===== src/rtl/p405s_timer_time_base.sv =====
// 64-bit time base (TBU:TBL) counting every core clock or on synchronized external
// timer clock edges, with FIT/watchdog tap vectors and one-cycle tap delay registers.
module p405s_timer_time_base #(
  parameter int SYNC_STAGES  = 2,
  parameter int FIT_BASE_IDX = 23,
  parameter int WD_BASE_IDX  = 15,
  parameter int TAP_STRIDE   = 4
) (
  input  logic        CB,
  input  logic        resetL,
  input  logic        tbEnable,
  input  logic        extTimerClkSel,
  input  logic        TIM_timerClk,
  input  logic        tblWrEn,
  input  logic        tbuWrEn,
  input  logic [0:31] tbWrData,
  input  logic        wdTapsIn,
  input  logic        fitTapsIn,
  output logic [0:31] tbl,
  output logic [0:31] tbu,
  output logic [0:3]  fitTaps,
  output logic [0:3]  wdTaps,
  output logic        fitDlyL2,
  output logic        wdDlyL2,
  output logic        tbCarry
);

  logic [SYNC_STAGES-1:0] sync_reg;
  logic                   hist_reg;
  logic [0:31]            tbl_reg, tbl_next;
  logic [0:31]            tbu_reg, tbu_next;
  logic                   carry_reg, carry_next;
  logic                   fit_dly_reg, wd_dly_reg;
  logic                   ext_edge, tick, wrap;

  // Synchronizer and history run unconditionally so a mode switch never fakes an edge.
  always_ff @(posedge CB or negedge resetL) begin
    if (!resetL) begin
      sync_reg <= '0;
      hist_reg <= 1'b0;
    end else begin
      sync_reg <= {sync_reg[SYNC_STAGES-2:0], TIM_timerClk};
      hist_reg <= sync_reg[SYNC_STAGES-1];
    end
  end

  assign ext_edge = sync_reg[SYNC_STAGES-1] & ~hist_reg;
  assign tick     = tbEnable & (extTimerClkSel ? ext_edge : 1'b1);
  assign wrap     = tick & (tbl_reg == 32'hFFFF_FFFF);

  // A TBL write swallows both the increment and the carry; a TBU write swallows the carry.
  always_comb begin
    tbl_next   = tbl_reg;
    tbu_next   = tbu_reg;
    carry_next = 1'b0;
    if (tblWrEn) begin
      tbl_next = tbWrData;
    end else if (tick) begin
      tbl_next = tbl_reg + 32'd1;
    end
    if (tbuWrEn) begin
      tbu_next = tbWrData;
    end else if (wrap && !tblWrEn) begin
      tbu_next   = tbu_reg + 32'd1;
      carry_next = 1'b1;
    end
  end

  always_ff @(posedge CB or negedge resetL) begin
    if (!resetL) begin
      tbl_reg     <= '0;
      tbu_reg     <= '0;
      carry_reg   <= 1'b0;
      fit_dly_reg <= 1'b0;
      wd_dly_reg  <= 1'b0;
    end else begin
      tbl_reg     <= tbl_next;
      tbu_reg     <= tbu_next;
      carry_reg   <= carry_next;
      fit_dly_reg <= fitTapsIn;
      wd_dly_reg  <= wdTapsIn;
    end
  end

  genvar gi;
  generate
    for (gi = 0; gi < 4; gi++) begin : g_taps
      localparam int FIT_IDX = FIT_BASE_IDX - gi * TAP_STRIDE;
      localparam int WD_IDX  = WD_BASE_IDX - gi * TAP_STRIDE;
      assign fitTaps[gi] = tbl_reg[FIT_IDX];
      assign wdTaps[gi]  = tbl_reg[WD_IDX];
    end
  endgenerate

  assign tbl      = tbl_reg;
  assign tbu      = tbu_reg;
  assign tbCarry  = carry_reg;
  assign fitDlyL2 = fit_dly_reg;
  assign wdDlyL2  = wd_dly_reg;

endmodule

===== config.mk =====
export PLATFORM = sky130hd
export DESIGN_NAME = p405s_timer_time_base
export DESIGN_NICKNAME = d
export VERILOG_FILES = /design/src/rtl/p405s_timer_time_base.sv
export SDC_FILE = /design/constraint.sdc
export NUM_CORES = 1
export LEC_CHECK = 0
export ABC_AREA = 0
export BUFFER_PORTS_ARGS = -buffer_cell sky130_fd_sc_hd__clkbuf_2
export CAP_MARGIN = 0
export CELL_PAD_IN_SITES_DETAIL_PLACEMENT = 1
export CELL_PAD_IN_SITES_GLOBAL_PLACEMENT = 1
export CORE_ASPECT_RATIO = 1.5
export CORE_MARGIN = 10
export CORE_UTILIZATION = 39
export DETAILED_ROUTE_END_ITERATION = 8
export GPL_ROUTABILITY_DRIVEN = 0
export PLACE_DENSITY_LB_ADDON = 0.05
export SETUP_SLACK_MARGIN = 0.02
export SLEW_MARGIN = 20
export SYNTH_ARGS = -nofsm -noshare
export SYNTH_HDL_FRONTEND = slang
export SYNTH_SLANG_ARGS = --single-unit

===== constraint.sdc =====
create_clock -name CB -period 2.7 [get_ports CB]
set_clock_uncertainty 0.1 [all_clocks]
set_input_delay 0.54 -clock CB [delete_from_list [all_inputs] [get_ports CB]]
set_output_delay 0.54 -clock CB [all_outputs]
set_load 0.02 [all_outputs]

==> results of run 1 <==
==> critical path, delay by kind of cell, from the launching register on <==
kind,cells,cell delay [ns]
adders and majority gates,1,0.26
AOI/OAI and AO/OA,2,0.61
and+or+nand+nor,3,0.87
buffers and inverters,1,0.20
DFF,1,0.42
==> metal layers <==
| metal | wire length (microns) | vias to the layer above | part of all wire |
|---|---|---|---|
| met1 | 6010 | 2162 | 0.39 |
| li1 | - | 1989 | - |
| met2 | 8370 | 106 | 0.55 |
| met3 | 638 | 14 | 0.042 |
| met4 | 250 | 0 | 0.016 |
| met5 | 0 | - | 0 |
==> metrics by stage <==
step                std cells  hold slack, ns
floorplan                 472           0.144
global placement          723           0.256
detailed placement        723           0.239
CTS                       739          0.0842
global route              739           0.106
finish                    739          0.0792
==> power by group <==
group	total (mW)	internal (mW)	leakage, nW	switching, mW
Sequential	1.28	1.14	0.814	0.139
Combinational	0.623	0.218	1.19	0.405
Clock	1.41	0.953	0.168	0.460
==> layout by cell type, fill, tap and decap left out, drive strengths merged, types with 2 or more instances in the layout <==
cell      instances
nor3             10
or3              17
nor2b             7
mux2i             3
o31a              4
a31oi            26
o31ai            11
nand4            26
a2111oi           3
xor2             17
clkinvlp          2
inv               5
a221o             2
a22oi             6
nand3            34
and2              4
and4              3
and3              4
ha                2
o21ai            43
or4              16
clkinv            2
nor2             36
xnor2             9
clkbuf          125
nor4              8
dfrtp            70
nand2            63
bufinv            3
nand2b            4
buf              25
==> kinds of logic after synthesis <==
logic type,Yosys count,synth area share
compound gates,98,0.157
xor+xnor,26,0.0558
fa+ha+maj,2,0.00613
buf+inv,36,0.0414
flops,70,0.429
mux,3,0.00736
simple gates,237,0.303
==> final cells by class <==
class | instances | area share
Clock buffer | 11 | 0.0480
Clock inverter | 5 | 0.0199
Inverter | 7 | 0.00499
Multi-Input combinational cell | 366 | 0.411
Sequential cell | 70 | 0.332
Tap cell | 141 | 0.0335
Timing Repair Buffer | 139 | 0.151
==> how the worst max path moves through the flow <==
stage          slack (ns)           startpoint                  end  cells past startpoint
6_report             0.16  tbl[31]$_DFFE_PN0P_  tbu[17]$_DFFE_PN0P_                      7
4_1_cts              0.12  tbl[31]$_DFFE_PN0P_  tbu[17]$_DFFE_PN0P_                      7
3_3_place_gp         0.18       extTimerClkSel  tbu[22]$_DFFE_PN0P_                      6
2_1_floorplan        0.36  tbl[31]$_DFFE_PN0P_   tbu[6]$_DFFE_PN0P_                      8
5_1_grt              0.03   tbl[7]$_DFFE_PN0P_   tbu[2]$_DFFE_PN0P_                      5
3_5_place_dp         0.12       extTimerClkSel  tbu[26]$_DFFE_PN0P_                      6
==> flow_summary.json, run 1 <==
{
  "wl_per_cell_microns": 20.7,
  "r2r_cells": 7,
  "wirelength_microns": 15300,
  "cts_resized": 0,
  "setup_viol": 0,
  "synth-edff-count": 0,
  "first_pass_iters": 4,
  "rsz0062_at_grt": "no",
  "synthMostInstantiatedCell": "dfrtp_1",
  "use_met3": 0.0385,
  "crit_fanout": 35,
  "design_area_sq_um": 5270,
  "ant_nets": 0,
  "async_reset_ff_frac": 1.00,
  "grt_max_degree": 56,
  "die_area_sq_um": 15000,
  "numPortBuffers": 115,
  "path_cells": "ha_2 -> nand3_1 -> a2111o_1 -> nand4bb_1 -> buf_12 -> or4_1 -> a31oi_1",
  "timing.final.crit_share": 0.943,
  "antenna_found_initial": 0,
  "regToRegSetupSlack_ns": 0.16,
  "critPathLaunchType": "flop",
  "route.detailed.drc": 0,
  "seqCellArea_sq_um": 1750,
  "coreArea_sq_um": 10200,
  "fin_crit_ns": 2.54,
  "synth_common_cells": "70 x dfrtp_1, 63 x nand2_1, 43 x o21ai_0",
  "vias": 4271,
  "drtIter0Drc": 182,
  "area_growth_pct": 29.1,
  "crit_path_end_kind": "flop",
  "post_cts_buffers": 0,
  "io-pin-count": 116,
  "status": "completed",
  "ctsLongestPathBuffers": 2,
  "grt_remaining_overflow": 0,
  "vdd_drop_max_v": 0.000302,
  "layout_setup_ws_ns": 0.155,
  "cts_tree": "done",
  "initial_core_util": 0.401,
  "tightestPinTransition_ns": 0.634,
  "drive_above_1_share": 0.273,
  "cts_max_level": 3,
  "yosysUniqueCellTypes": 43,
  "yosysSeqAreaShare": 0.429,
  "fp.dieW_microns": 104,
  "cap_violations": 0,
  "clk_latency_ns": 0.33,
  "multiInputGateArea_sq_um": 2160,
  "nFillCells": 1265,
  "slew_violations": 0,
  "dp.final_hpwl_microns": 11800,
  "place_area_sq_um": 4910,
  "synth-main-ff-cell": "dfrtp_1",
  "hp-class": "input port to asynchronous set/reset pin",
  "yosys.area.top_type_share": 0.429,
  "syn_area_sq_um": 4080,
  "postSynthAreaPerCell_sq_um": 8.65,
  "finalPower_mw": 3.32,
  "synth_top_area_cell": "dfrtp_1",
  "slew-limit-headroom": 0.575,
  "gr-usage-met2": 0.375,
  "r2r_start": "tbl[31]$_DFFE_PN0P_",
  "power_density_nw_per_um2": 630,
  "critical_path_class": "flop to flop",
  "finalHoldViolCount": 0,
  "cts_buffers": 9,
  "grt_pass1_vias": 4611,
  "antenna_cells": 0,
  "cts_sinks": 70,
  "tns_ns": 0,
  "reg2reg_to": "tbu[17]$_DFFE_PN0P_",
  "ys_ff_latch": 70,
  "crit_required_ns": 2.85,
  "grt_first_pass_wirelength_microns": 24900,
  "clkTransAtPathRegs_ns": 0.06,
  "grt_use_met1": 0.224,
  "drt-vias-per-instance": 5.78,
  "hold_buffers": 0,
  "synthCells": 472,
  "fin_util": 0.517,
  "fin_nets": 636,
  "p_leak_nw": 2.17,
  "die_h_microns": 145,
  "slowest_stage": "or4_1",
  "fmax_ghz": 0.393,
  "num_rows": 45,
  "cp_data_arrival_time_ns": 2.69,
  "ys_top_cells_by_area": "dfrtp_1 43%, nand2_1 5.8%, o21ai_0 5.3%",
  "place_ws_ns": 0.118,
  "grt_busiest_layer": "met2",
  "grt.total_usage": 0.203,
  "syn_nets": 515,
  "clockRootBuffer": "clkbuf_16",
  "yosysWarnings": 0,
  "cpPeakStageDelay_ns": 0.51
}
No activity file was read; power rests on OpenSTA's default activity.
==> inputs of run 2 (changes only) <==
- BUFFER_PORTS_ARGS: -buffer_cell sky130_fd_sc_hd__clkbuf_2 -> -buffer_cell sky130_fd_sc_hd__buf_2
- SETUP_SLACK_MARGIN: 0.02 -> default
==> run 2 against run 1 <==
  * Combinational power shrank 1%
  * Hold slack gained 0.046 ns
  * Fmax is essentially flat
  * Core utilization shrank 0.98 points
  * Critical endpoint is now tbu[15]$_DFFE_PN0P_
  * Highest routed layer unchanged
==> flow_summary.json, run 2 (same netlist as run 1, synthesis figures left out) <==
{
  "critPathLaunchType": "flop",
  "place_ws_ns": 0.165,
  "first_pass_iters": 6,
  "setup_viol": 0,
  "ant_nets": 0,
  "drt-vias-per-instance": 5.71,
  "rsz0062_at_grt": "no",
  "slowest_stage": "or4_1",
  "fin_util": 0.507,
  "grt.total_usage": 0.194,
  "route.detailed.drc": 0,
  "cts_tree": "done",
  "nFillCells": 1260,
  "timing.final.crit_share": 0.942,
  "cpPeakStageDelay_ns": 0.51,
  "hold_buffers": 0,
  "worst_hold_slack_ns": 0.125,
  "hp-class": "input port to asynchronous set/reset pin",
  "io-pin-count": 116,
  "antenna_cells": 0,
  "ctsLongestPathBuffers": 2,
  "post_cts_buffers": 0,
  "placed_cells": 721,
  "vias": 4207,
  "final_common_cell": "buf_2",
  "drive_above_1_share": 0.267,
  "num_rows": 45,
  "dp.final_hpwl_microns": 11400,
  "numPortBuffers": 115,
  "slew_violations": 0,
  "fin_nets": 634,
  "tns_ns": 0,
  "grt_remaining_overflow": 0,
  "grt_pass1_vias": 4542,
  "clockRootBuffer": "clkbuf_16",
  "seqPwrFrac": 0.421,
  "cts_max_level": 3,
  "vdd_drop_max_v": 0.000283,
  "grt_first_pass_wirelength_microns": 23900,
  "cts_buffers": 9,
  "power_density_nw_per_um2": 587,
  "die_area_sq_um": 15000,
  "finalHoldViolCount": 0,
  "cts_resized": 0,
  "wirelength_microns": 14900,
  "die_h_microns": 145,
  "layout_common_cells": "115 x buf_2, 70 x dfrtp_1, 63 x nand2_1",
  "layout_setup_ws_ns": 0.157,
  "drtIter0Drc": 151,
  "slew-limit-headroom": 0.616,
  "design_area_sq_um": 5170,
  "cap_violations": 0,
  "grt_max_degree": 71,
  "clkTransAtPathRegs_ns": 0.06,
  "critical_path_class": "flop to flop",
  "r2r_start": "tbl[31]$_DFFE_PN0P_",
  "p_clk_frac": 0.376,
  "place_area_sq_um": 4880,
  "p_leak_nw": 2.11,
  "startpoint": "tbl[31]$_DFFE_PN0P_",
  "cts_sinks": 70,
  "fp.dieW_microns": 104,
  "path_cells": "ha_1 -> nand3_1 -> a2111o_1 -> nand4bb_1 -> buf_12 -> or4_1 -> a31oi_1",
  "comb_power_share": 0.203,
  "crit_fanout": 35,
  "clk_latency_ns": 0.33,
  "fmax_ghz": 0.393,
  "p_sw_mw": 0.980,
  "initial_core_util": 0.401,
  "coreArea_sq_um": 10200,
  "antenna_found_initial": 0,
  "tightestPinTransition_ns": 0.571,
  "wl_per_cell_microns": 20.2,
  "cp_data_arrival_time_ns": 2.69,
  "switching_share": 0.323,
  "status": "completed",
  "area_growth_pct": 26.6,
  "finalPower_mw": 3.04,
  "stdcell_count": 737,
  "fin_crit_ns": 2.54,
  "crit_required_ns": 2.85,
  "crit_path_end_kind": "flop",
  "intPower_mw": 2.06
}
run 2: cell count changes in the layout (fill, tap and decap cells not counted), sizes merged:
cell / change
clkbuf: -112
bufinv: -3
buf: +112
clkinv: +2
clkinvlp: -1
run 2: area by class of cell:
class,count,area (sq um),share of cell area
Timing Repair Buffer,137,766,0.148
Clock inverter,3,17.5,0.00339
Sequential cell,70,1750,0.339
Tap cell,141,176,0.0341
Inverter,7,26.3,0.00508
Multi-Input combinational cell,366,2160,0.418
Clock buffer,13,270,0.0523
run 2: metal layers:
| metal | global-route usage | routed length (microns) |
|---|---|---|
| met5 | 0 | 0 |
| met4 | 0.0892 | 487 |
| met3 | 0.0412 | 620 |
| met2 | 0.347 | 7790 |
| met1 | 0.213 | 5970 |
run 2: critical path, delay by kind of cell (launching register included):
kind | cells | cell delay (ns)
DFF | 1 | 0.41
adders and majority gates | 1 | 0.26
and+or+nand+nor | 3 | 0.90
buffers and inverters | 1 | 0.20
AOI/OAI and AO/OA | 2 | 0.58
run 2: power groups by stage:
stage / clock network (mW) / registers (mW) / logic, mW
2_1_floorplan: 0 / 1.39 / 0.244
3_3_place_gp: 0 / 1.29 / 0.615
3_5_place_dp: 0 / 1.29 / 0.628
4_1_cts: 1.16 / 1.28 / 0.630
5_1_grt: 1.20 / 1.30 / 0.679
6_report: 1.14 / 1.28 / 0.617
run 2: worst paths after layout:
path	endpoint	slack [ns]	depth (start not counted)
setup / recovery	tbu[15]$_DFFE_PN0P_	0.16	7
hold / removal	tbu[27]$_DFFE_PN0P_	0.12	2
setup reg to reg	tbu[15]$_DFFE_PN0P_	0.16	7
hold reg to reg	sync_reg[1]$_DFF_PN0_	0.26	0
max in group asynchronous	tbl[18]$_DFFE_PN0P_	2.06	2
min in group CB	fitDlyL2$_DFF_PN0_	0.21	1
